File: src/rtl/systolic_pkg.sv
// Shared definitions for the systolic array feed sequencer.
package systolic_pkg;

  localparam int N          = 4;
  localparam int FEED_BEATS = 2 * N - 1;
  localparam int BEAT_W     = $clog2(FEED_BEATS);
  localparam int DRAIN_W    = 4;

  localparam logic SEL_A = 1'b0;
  localparam logic SEL_B = 1'b1;

  typedef enum logic [2:0] {
    ST_IDLE,
    ST_CLEAR,
    ST_FEED,
    ST_DRAIN,
    ST_DONE
  } state_e;

endpackage

File: src/rtl/systolic_feed_ctrl_if.sv
// Host-side write/start port and array-side feed outputs of the sequencer.
interface systolic_feed_ctrl_if #(
  parameter int DATASIZE = 2
);
  import systolic_pkg::*;

  logic                         wr_en;
  logic                         wr_sel;
  logic [1:0]                   wr_row;
  logic [1:0]                   wr_col;
  logic signed [DATASIZE-1:0]   wr_data;
  logic                         start;
  logic                         busy;
  logic                         done;
  logic                         pe_reset;
  logic [N*DATASIZE-1:0]        a_out;
  logic [N*DATASIZE-1:0]        b_out;

  modport master (
    output wr_en, wr_sel, wr_row, wr_col, wr_data, start,
    input  busy, done, pe_reset, a_out, b_out
  );

  modport slave (
    input  wr_en, wr_sel, wr_row, wr_col, wr_data, start,
    output busy, done, pe_reset, a_out, b_out
  );

endinterface

File: src/rtl/systolic_feed_ctrl_skew_mux.sv
// Selects the diagonally skewed feed values for one beat from a 4x4 matrix.
// Row mode: slice i = M[i][t-i]. Column mode: slice j = M[t-j][j].
module skew_mux
  import systolic_pkg::*;
#(
  parameter int DATASIZE  = 2,
  parameter bit COL_MAJOR = 1'b0
) (
  input  logic signed [DATASIZE-1:0] mat_i [N][N],
  input  logic [BEAT_W-1:0]          beat_i,
  output logic [N*DATASIZE-1:0]      feed_o
);

  // Slice s carries element k of its row/column when t == s + k, zero otherwise.
  // NOTE: every signal written in always_comb gets a default first so no path leaves it unassigned (which would infer a latch).
  always_comb begin
    feed_o = '0;
    for (int s = 0; s < N; s++) begin
      for (int k = 0; k < N; k++) begin
        if (int'(beat_i) == s + k) begin
          feed_o[s*DATASIZE +: DATASIZE] = COL_MAJOR ? mat_i[k][s] : mat_i[s][k];
        end
      end
    end
  end

endmodule

File: src/rtl/systolic_feed_ctrl.sv
// Sequencer for the 4x4 systolic PE array: stores A/B operands, then on start
// clears the array, feeds seven skewed beats, waits for drain and pulses done.
module systolic_feed_ctrl
  import systolic_pkg::*;
#(
  parameter int DATASIZE     = 2,
  parameter int DRAIN_CYCLES = 4
) (
  input logic               clk,
  input logic               reset,
  systolic_feed_ctrl_if.slave bus
);

  localparam logic [BEAT_W-1:0]  LAST_BEAT  = BEAT_W'(FEED_BEATS - 1);
  localparam logic [DRAIN_W-1:0] LAST_DRAIN = DRAIN_W'(DRAIN_CYCLES - 1);

  state_e                      state_q, state_d;
  logic [BEAT_W-1:0]           beat_q, beat_d;
  logic [DRAIN_W-1:0]          drain_q, drain_d;

  logic signed [DATASIZE-1:0]  mat_a_q [N][N];
  logic signed [DATASIZE-1:0]  mat_b_q [N][N];

  logic                        busy_q, busy_d;
  logic                        done_q, done_d;
  logic                        pe_reset_q, pe_reset_d;
  logic [N*DATASIZE-1:0]       a_out_q, a_out_d;
  logic [N*DATASIZE-1:0]       b_out_q, b_out_d;
  logic [N*DATASIZE-1:0]       a_feed, b_feed;
  logic                        wr_ok;

  // Writes are only taken while no run is in flight.
  assign wr_ok = bus.wr_en && !busy_q;

  // State register with beat and drain counters.
  // NOTE: sequential state uses non-blocking assignments so every flop samples pre-edge values.
  always_ff @(posedge clk or negedge reset) begin
    if (!reset) begin
      state_q <= ST_IDLE;
      beat_q  <= '0;
      drain_q <= '0;
    end else begin
      state_q <= state_d;
      beat_q  <= beat_d;
      drain_q <= drain_d;
    end
  end

  // Next-state and counter logic.
  always_comb begin
    state_d = state_q;
    beat_d  = beat_q;
    drain_d = drain_q;
    unique case (state_q)
      ST_IDLE: begin
        beat_d  = '0;
        drain_d = '0;
        if (bus.start) state_d = ST_CLEAR;
      end
      ST_CLEAR: begin
        state_d = ST_FEED;
        beat_d  = '0;
      end
      ST_FEED: begin
        if (beat_q == LAST_BEAT) begin
          state_d = ST_DRAIN;
          drain_d = '0;
        end else begin
          beat_d = beat_q + 1'b1;
        end
      end
      ST_DRAIN: begin
        if (drain_q == LAST_DRAIN) state_d = ST_DONE;
        else                       drain_d = drain_q + 1'b1;
      end
      ST_DONE: state_d = ST_IDLE;
      default: state_d = ST_IDLE;
    endcase
  end

  skew_mux #(.DATASIZE(DATASIZE), .COL_MAJOR(1'b0)) u_skew_a (
    .mat_i  (mat_a_q),
    .beat_i (beat_d),
    .feed_o (a_feed)
  );

  skew_mux #(.DATASIZE(DATASIZE), .COL_MAJOR(1'b1)) u_skew_b (
    .mat_i  (mat_b_q),
    .beat_i (beat_d),
    .feed_o (b_feed)
  );

  // Output decode from the upcoming state so registered outputs line up with it.
  always_comb begin
    busy_d     = (state_d != ST_IDLE);
    done_d     = (state_d == ST_DONE);
    pe_reset_d = (state_d == ST_CLEAR);
    a_out_d    = (state_d == ST_FEED) ? a_feed : '0;
    b_out_d    = (state_d == ST_FEED) ? b_feed : '0;
  end

  // Output registers.
  always_ff @(posedge clk or negedge reset) begin
    if (!reset) begin
      busy_q     <= 1'b0;
      done_q     <= 1'b0;
      pe_reset_q <= 1'b0;
      a_out_q    <= '0;
      b_out_q    <= '0;
    end else begin
      busy_q     <= busy_d;
      done_q     <= done_d;
      pe_reset_q <= pe_reset_d;
      a_out_q    <= a_out_d;
      b_out_q    <= b_out_d;
    end
  end

  // Operand storage; persists across runs, cleared only by reset.
  // NOTE: the operand arrays are reset explicitly because a run after reset must feed zeros, not stale values.
  always_ff @(posedge clk or negedge reset) begin
    if (!reset) begin
      for (int r = 0; r < N; r++) begin
        for (int c = 0; c < N; c++) begin
          mat_a_q[r][c] <= '0;
          mat_b_q[r][c] <= '0;
        end
      end
    end else if (wr_ok) begin
      if (bus.wr_sel == SEL_A)      mat_a_q[bus.wr_row][bus.wr_col] <= bus.wr_data;
      else if (bus.wr_sel == SEL_B) mat_b_q[bus.wr_row][bus.wr_col] <= bus.wr_data;
    end
  end

  assign bus.busy     = busy_q;
  assign bus.done     = done_q;
  assign bus.pe_reset = pe_reset_q;
  assign bus.a_out    = a_out_q;
  assign bus.b_out    = b_out_q;

endmodule

File: src/flat_wrapper.sv
// flat-port wrapper written by rule: the top's interface ports become plain ports
module systolic_feed_ctrl_flat import systolic_pkg::*;
#(
  parameter int DATASIZE     = 2,
  parameter int DRAIN_CYCLES = 4
)
  (clk, reset, bus_wr_en, bus_wr_sel, bus_wr_row, bus_wr_col, bus_wr_data, bus_start, bus_busy, bus_done, bus_pe_reset, bus_a_out, bus_b_out);
  systolic_feed_ctrl_if #(.DATASIZE(DATASIZE)) bus_i ();
  input logic clk;
  input logic reset;
  input wire logic [$bits(bus_i.wr_en)-1:0] bus_wr_en;
  input wire logic [$bits(bus_i.wr_sel)-1:0] bus_wr_sel;
  input wire logic [$bits(bus_i.wr_row)-1:0] bus_wr_row;
  input wire logic [$bits(bus_i.wr_col)-1:0] bus_wr_col;
  input wire logic [$bits(bus_i.wr_data)-1:0] bus_wr_data;
  input wire logic [$bits(bus_i.start)-1:0] bus_start;
  output wire logic [$bits(bus_i.busy)-1:0] bus_busy;
  output wire logic [$bits(bus_i.done)-1:0] bus_done;
  output wire logic [$bits(bus_i.pe_reset)-1:0] bus_pe_reset;
  output wire logic [$bits(bus_i.a_out)-1:0] bus_a_out;
  output wire logic [$bits(bus_i.b_out)-1:0] bus_b_out;
  assign bus_i.wr_en = bus_wr_en;
  assign bus_i.wr_sel = bus_wr_sel;
  assign bus_i.wr_row = bus_wr_row;
  assign bus_i.wr_col = bus_wr_col;
  assign bus_i.wr_data = bus_wr_data;
  assign bus_i.start = bus_start;
  assign bus_busy = bus_i.busy;
  assign bus_done = bus_i.done;
  assign bus_pe_reset = bus_i.pe_reset;
  assign bus_a_out = bus_i.a_out;
  assign bus_b_out = bus_i.b_out;
  systolic_feed_ctrl #(.DATASIZE(DATASIZE), .DRAIN_CYCLES(DRAIN_CYCLES)) u_core (.clk(clk), .reset(reset), .bus(bus_i));
endmodule
File: config.mk
export PLATFORM = sky130hd
export DESIGN_NAME = systolic_feed_ctrl_flat
export DESIGN_NICKNAME = d
export VERILOG_FILES = /design/src/rtl/systolic_pkg.sv /design/src/rtl/systolic_feed_ctrl_if.sv /design/src/rtl/systolic_feed_ctrl_skew_mux.sv /design/src/rtl/systolic_feed_ctrl.sv /design/src/flat_wrapper.sv
export SDC_FILE = /design/constraint.sdc
export NUM_CORES = 1
export LEC_CHECK = 0
export BUFFER_PORTS_ARGS = -buffer_cell sky130_fd_sc_hd__buf_2
export CAP_MARGIN = 20
export CORE_UTILIZATION = 30
export CTS_CLUSTER_SIZE = 12
export DETAILED_ROUTE_END_ITERATION = 12
export PLACE_DENSITY = 0.5
export SLEW_MARGIN = 25
export SYNTH_ARGS = -nofsm -noshare
export SYNTH_HDL_FRONTEND = slang
export SYNTH_SLANG_ARGS = --single-unit
File: constraint.sdc
create_clock -name clk -period 2 [get_ports clk]
set_input_delay 0.1 -clock clk [delete_from_list [all_inputs] [get_ports clk]]
set_output_delay 0.1 -clock clk [all_outputs]
set_load 0.005 [all_outputs]
== After elaboration in Yosys (flattened, before gate mapping) ==
Cells that the tools add are included.

* Flip-flop bits (word level): 93

* Add/subtract/negate cells: 2
* Magnitude comparators: 4
* Equality and inequality tests: 16
* Mux-type cells: 49
* Bitwise logic cells: 3
* Reduce and logical (&&, ||, !) cells: 12

{| class="wikitable"
|+ Operator list
! cell !! count
|-
| two-way mux 2 bit || 33
|-
| bitwise mux 32 bit || 2
|-
| two-way mux 8 bit || 3
|-
| == test 3 bit, second input constant || 6
|-
| demux 8 bit (select 2 bit) || 1
|-
| == test 3 x 2 -> 1 bit, second input constant || 5
|-
| two-way mux 3 bit || 4
|-
| case mux 3 bit (4 select lines) || 1
|-
| case mux 4 bit (3 select lines) || 1
|-
| two-way mux 4 bit || 2
|-
| == test 3 x 1 -> 1 bit, second input constant || 2
|-
| greater-or-equal comparator 3 bit, second input constant || 2
|-
| zero test 3 bit || 2
|-
| < comparator 3 x 1 -> 1 bit, second input constant || 2
|-
| NOT 2 -> 3 bit || 2
|-
| case mux 3 bit (2 select lines) || 1
|-
| nonzero test 3 bit || 2
|-
| adder 4 x 1 -> 4 bit, second input constant || 1
|-
| demux 2 bit (select 2 bit) || 1
|-
| == test 4 x 2 -> 1 bit, second input constant || 1
|-
| AND reduction 2 bit || 2
|-
| adder 3 x 1 -> 3 bit, second input constant || 1
|-
| logical AND 1 bit || 3
|-
| AND reduction 3 bit || 1
|-
| other kinds (5) || 5
|}

== Logic depth before layout (Yosys ltp) ==
* Depth in word-level cells: 9
* Gate-level depth with buffers: 10
* Mapped depth without buffers: 8

== Cells and area by module ==
A second synthesis with hierarchy kept.

* Cells, all modules: 361
* Area total of the unflattened synthesis: 4,531.8 µm²

{| class="wikitable"
|+ Modules (own cells, without submodules)
! module !! times used !! cells each !! area each (µm²)
|-
| systolic_feed_ctrl || 1 || 295 || 3,911.3
|-
| skew_mux || 2 || 33 || 310.3
|}

== Least setup slack after synthesis ==
Ideal clock, no wire load.

* Path kind: reg-to-reg
* Start: reg u_core.beat_q[0]
* End: reg u_core.a_out_q[5] (netlist: u_core.bus.a_out[5])
* Setup time: 130 ps
* Arrival time: 2,045 ps
* Required time: 1,870 ps
* Slack: -175 ps
* Cell stages (with the launch flop): 9
* Buffers on the path: 1
* Period minus slack after synthesis: 2,175 ps
* Cells stage by stage: dfrtp_1 inv_1 ha_1 a21oi_4 mux2i_4 nor2_8 buf_6 o41ai_2 a21oi_1

* Cells in the longest elaborated chain, start to end: 9
* Elaborated cells on any way between the ends: 16
* Those cells by class: add/sub (1); eq/ne (6); mux (9)

{| class="wikitable"
|+ Ends and longest elaborated chain
! element !! line !! text
|-
| from (decl) || systolic_feed_ctrl.sv:18 || <nowiki>logic [BEAT_W-1:0] beat_q, beat_d;</nowiki>
|-
| from (signal assigned) || systolic_feed_ctrl.sv:44 || <nowiki>beat_q <= beat_d;</nowiki>
|-
| adder 3 x 1 -> 3 bit / == test 3 bit (equally long branches) || systolic_feed_ctrl.sv:69, systolic_feed_ctrl.sv:65 ||
|-
| two-way mux 3 bit || systolic_feed_ctrl.sv:65 || <nowiki>if (beat_q == LAST_BEAT) begin</nowiki>
|-
| case mux 3 bit (2 select lines) || systolic_feed_ctrl.sv:54 || <nowiki>unique case (state_q)</nowiki>
|-
| == test 3 bit || systolic_feed_ctrl_skew_mux.sv:20 || <nowiki>if (int'(beat_i) == s + k) begin</nowiki>
|-
| two-way mux 2 bit (4 in a row) || systolic_feed_ctrl_skew_mux.sv:20 ||
|-
| two-way mux 8 bit * || systolic_feed_ctrl.sv:98 || <nowiki>a_out_d = (state_d == ST_FEED) ? a_feed : '0;</nowiki>
|-
| net u_core.a_out_d[5] || systolic_feed_ctrl.sv:27 || <nowiki>logic [N*DATASIZE-1:0] a_out_q, a_out_d;</nowiki>
|-
| to (signal assigned) || systolic_feed_ctrl.sv:114 || <nowiki>a_out_q <= a_out_d;</nowiki>
|-
| to (decl) || systolic_feed_ctrl.sv:27 ||
|}

Mark *: on every way through the listed nets, which the timed path passes. The rest lies on a longest branch.
A chain may end at the register's enable or synchronous reset.

== Worst setup path after layout ==
* Start: reg u_core.beat_q[1]
* End: reg u_core.b_out_q[6] (netlist: u_core.bus.b_out[6])

* Cells in the longest elaborated chain, start to end: 9
* Elaborated cells on any way between the ends: 16
* Those cells by class: add/sub (1); eq/ne (6); mux (9)

{| class="wikitable"
|+ Ends and longest elaborated chain
! element !! line !! text
|-
| adder 3 x 1 -> 3 bit / == test 3 bit (equally long branches) || systolic_feed_ctrl.sv:69, systolic_feed_ctrl.sv:65 ||
|-
| two-way mux 3 bit || systolic_feed_ctrl.sv:65 ||
|-
| case mux 3 bit (2 select lines) || systolic_feed_ctrl.sv:54 ||
|-
| == test 3 bit || systolic_feed_ctrl_skew_mux.sv:20 ||
|-
| two-way mux 2 bit (4 in a row) || systolic_feed_ctrl_skew_mux.sv:20 ||
|-
| two-way mux 8 bit * || systolic_feed_ctrl.sv:99 || <nowiki>b_out_d = (state_d == ST_FEED) ? b_feed : '0;</nowiki>
|-
| net u_core.b_out_d[6] || systolic_feed_ctrl.sv:28 || <nowiki>logic [N*DATASIZE-1:0] b_out_q, b_out_d;</nowiki>
|-
| to (signal assigned) || systolic_feed_ctrl.sv:115 || <nowiki>b_out_q <= b_out_d;</nowiki>
|-
| to (decl) || systolic_feed_ctrl.sv:28 ||
|}

Marked as above.

==> impl_metrics.py <==
metrics = {
    "status": {
        "status": "complete, but fails checks",
        "violations": "negative setup slack",
    },
    "sta": {
        "fin_skew_ns": 0.0132,
        "setup_slack_ns": -0.00602,
        "max_freq_mhz": 498,
        "rsz0062_at_grt": "yes",
        "final-max-slew-violation-count": 0,
        "fin_crit_sh_pct": 100,
        "hold_viol": 0,
        "maxSlewHeadroom_pct": 57.2,
        "setup_violations": 2,
        "fin_crit_ns": 2.01,
        "finalSetupTns_ns": -0.00621,
        "tightest_slew_ns": 0.643,
    },
    "yosys": {
        "syn-num-nets": 391,
        "synth_area_leaders": "dfrtp_1 (51%), mux2_2 (16%), nand2_1 (2.2%)",
        "synth_edf_count": 0,
        "synth_top_area_cell": "dfrtp_1",
        "ys_async_sr_fraction_pct": 100,
        "ys_seq_elements": 93,
        "postSynthAreaPerCell_um2": 12.2,
        "ys_seq_area_share_pct": 50.6,
        "synth_flop_cell": "dfrtp_1",
        "syn_inst": 377,
        "synth_cell_types": 63,
        "synth-warning-count": 0,
        "syn_area_um2": 4600,
        "yosys.area.top_type_share_pct": 50.6,
    },
    "min_path": {
        "holdPathEnd": "u_core.bus.busy",
        "hold_class": "input port to flop",
        "hp-start": "bus_start",
        "hold_depth": 3,
    },
    "routing": {
        "routedWlPerCell_um": 18.7,
        "antenna_left": 0,
        "vias": 3318,
        "drtIter0Drc": 131,
        "drc_errors": 0,
        "routed_wl_um": 11800,
        "firstDrtPassIters": 4,
        "drt-vias-per-instance": 5.23,
    },
    "pwr": {
        "p_leak_nw": 2.58,
        "p_total_mw": 8.53,
        "peakVddDrop_v": 0.000677,
        "powerDensity_nw_per_um2": 1470,
    },
    "floorplan": {
        "core_area_um2": 14800,
        "initial_core_util_pct": 31.1,
        "ioPinCount": 30,
        "fp.dieArea_um2": 15800,
        "rows": 44,
        "die_w_um": 126,
        "die_h_um": 126,
    },
    "worst_setup_path": {
        "crit_required_ns": 2.26,
        "cp-start-kind": "flop",
        "crit_path_start": "u_core.beat_q[1]",
        "worst-path-max-fanout": 7,
        "reg2reg_depth": 8,
        "cpPeakStageDelay_ns": 0.44,
        "cp-end-kind": "flop",
        "cp_top_family": "compound AO/OA/AOI/OAI gates",
        "worst_path_most_repeated_cell": "buf_4",
        "path_class": "flop to flop",
        "rr_endpoint": "u_core.bus.b_out[6]",
        "cp_slowest_cell": "dfrtp_2",
        "critPathBufInv": 2,
        "r2r_start": "u_core.beat_q[1]",
        "ff2ff_setup_slack_ns": -0.006,
        "path_cells": "ha_4 > a2111oi_4 > buf_4 > nand3_1 > a22oi_1 > buf_4 > nand2_1 > a31oi_1",
        "cp.arrival_ns": 2.26,
    },
    "global_route": {
        "grt_pass1_wl_um": 18500,
        "grt_max_degree": 41,
        "antenna_found_initial": 0,
        "gr-usage-all-layers_pct": 15.4,
        "grt_overflow": 0,
        "grt_pass1_vias": 3348,
    },
    "clock_network": {
        "cts_made_buffers": 9,
        "cts_tree": "done",
        "clockBufferDepth": 2,
        "clock_latency_ns": 0.35,
        "clockRootBuffer": "clkbuf_16",
        "htreeDepth": 3,
        "numClockSinks": 93,
        "clk_pin_slew_ns": 0.06,
    },
    "cells_and_area": {
        "num-nets-final": 459,
        "antennaDiodeCount": 0,
        "syn_to_final_growth_pct": 26.7,
        "final_layout_size_suffix_gt1_share_pct": 46.4,
    },
    "flow_run": {
        "cap_violations": 0,
    },
    "placement": {
        "numPortBuffers": 29,
        "hpwlAfterDp_um": 8110,
        "place_congestion": 0.838,
    },
}
-- worst register-to-register path, stage by stage, from the launching register on --
cell and delay [ns]:
dfrtp_2 0.44, ha_4 0.20, a2111oi_4 0.39, buf_4 0.17
nand3_1 0.08, a22oi_1 0.16, buf_4 0.19, nand2_1 0.07
a31oi_1 0.21
-- synthesized netlist by cell type (all sizes together) (2+ instances only) --
| cell | n |
|---|---|
| o211ai | 6 |
| o2bb2ai | 2 |
| nor2b | 5 |
| clkbuf | 9 |
| and2 | 7 |
| buf | 13 |
| o41ai | 7 |
| a21oi | 10 |
| o2111ai | 8 |
| a31oi | 5 |
| nand2b | 7 |
| mux2i | 6 |
| dfrtp | 93 |
| nand3b | 3 |
| mux2 | 64 |
| nand3 | 9 |
| a221oi | 4 |
| o21bai | 10 |
| a21o | 2 |
| o21ai | 8 |
| nand4 | 2 |
| or3b | 3 |
| ha | 3 |
| nand2 | 27 |
| a2bb2oi | 2 |
| nor3 | 5 |
| nor2 | 23 |
| a211oi | 6 |
| inv | 5 |
| a32oi | 6 |
| nor3b | 3 |
-- power breakdown --
part | switching (mW) | total [mW] | leakage (nW) | internal [mW]
Clock | 0.733 | 1.61 | 0.132 | 0.877
Sequential | 0.220 | 2.41 | 1.26 | 2.19
Combinational | 2.43 | 4.51 | 1.19 | 2.08
-- flip-flops by register name, indices dropped and copies added, names as in the netlist --
signal,count
u_core.beat_q,3
u_core.bus.pe_reset,1
u_core.state_q,3
u_core.bus.b_out,8
u_core.mat_b_q,32
u_core.bus.busy,1
u_core.drain_q,4
u_core.bus.a_out,8
u_core.mat_a_q,32
u_core.bus.done,1
-- per-stage QoR --
stage | hold WS [ns] | instances | utilization, % | worst slack, ns | area [µm²]
final | 0.0337 | 634 | 39.5 | -0.00602 | 5820
after detailed placement | 0.0719 | 602 | 34.8 | -0.105 | 5140
after global routing | 0.0493 | 634 | 39.5 | -0.0628 | 5820
after global placement | 0.0708 | 602 | 34.8 | -0.0549 | 5140
after floorplan | -0.196 | 377 | - | -0.00384 | 4610
after CTS | 0.0264 | 625 | 37.5 | 0.00656 | 5540
-- worst max path at each step --
stage,endpoint,cells past startpoint
final,u_core.bus.b_out[6],8
after global routing,u_core.bus.b_out[3],8
after CTS,u_core.bus.b_out[7],7
after detailed placement,u_core.bus.a_out[1],8
after global placement,u_core.bus.b_out[1],7
after floorplan,u_core.bus.a_out[5],8
-- logic make-up after synthesis --
group | synth area share (%)
flip-flops | 50.6
adder cells (fa/ha/maj) | 0.817
AND/OR/NAND/NOR | 11.5
multiplexers | 17.3
buffers and inverters | 4.36
AO/OA/AOI/OAI | 15.5
-- cell type report --
type	instances	area, µm²
clock buffer	11	243
clock inverter	5	33.8
fill	1444	8930
inverter	5	40.0
multi-input combinational	257	2330
sequential	93	2330
tap	184	230
timing repair buffer	78	608
timing repair inverter	1	5.00
-- cell usage in the layout (no fill, tap or decap), types with 5 or more instances in the layout --
cell	n
o21ai_0	8
buf_4	40
buf_12	6
nor2b_1	5
buf_2	28
nand2b_1	7
o211ai_1	6
mux2_2	64
o21bai_1	10
and2_1	6
nor2_1	22
nand3_1	8
dfrtp_1	92
nand2_1	25
a21oi_2	6
clkbuf_16	9
a31oi_1	5
-- metal layers --
layer	vias up	GRT usage (%)	part of all wire [%]
met4	0	9.14	3.6
li1	1551	-	-
met2	73	23.9	47
met5	-	0	0
met1	1668	20.3	46
met3	26	2.63	3.0
-- repair_timing --
action                                  in CTS  in global routing
pin swaps                                    3                 22
setup buffers                                5                  8
cloned                                       1                  1
hold buffers                                 1                  0
hold endpoints to repair                    28                  0
gates resized for setup                     12                 35
endpoints found under the setup margin      14                 17
Note: power is estimated with default switching activity, not from simulation.
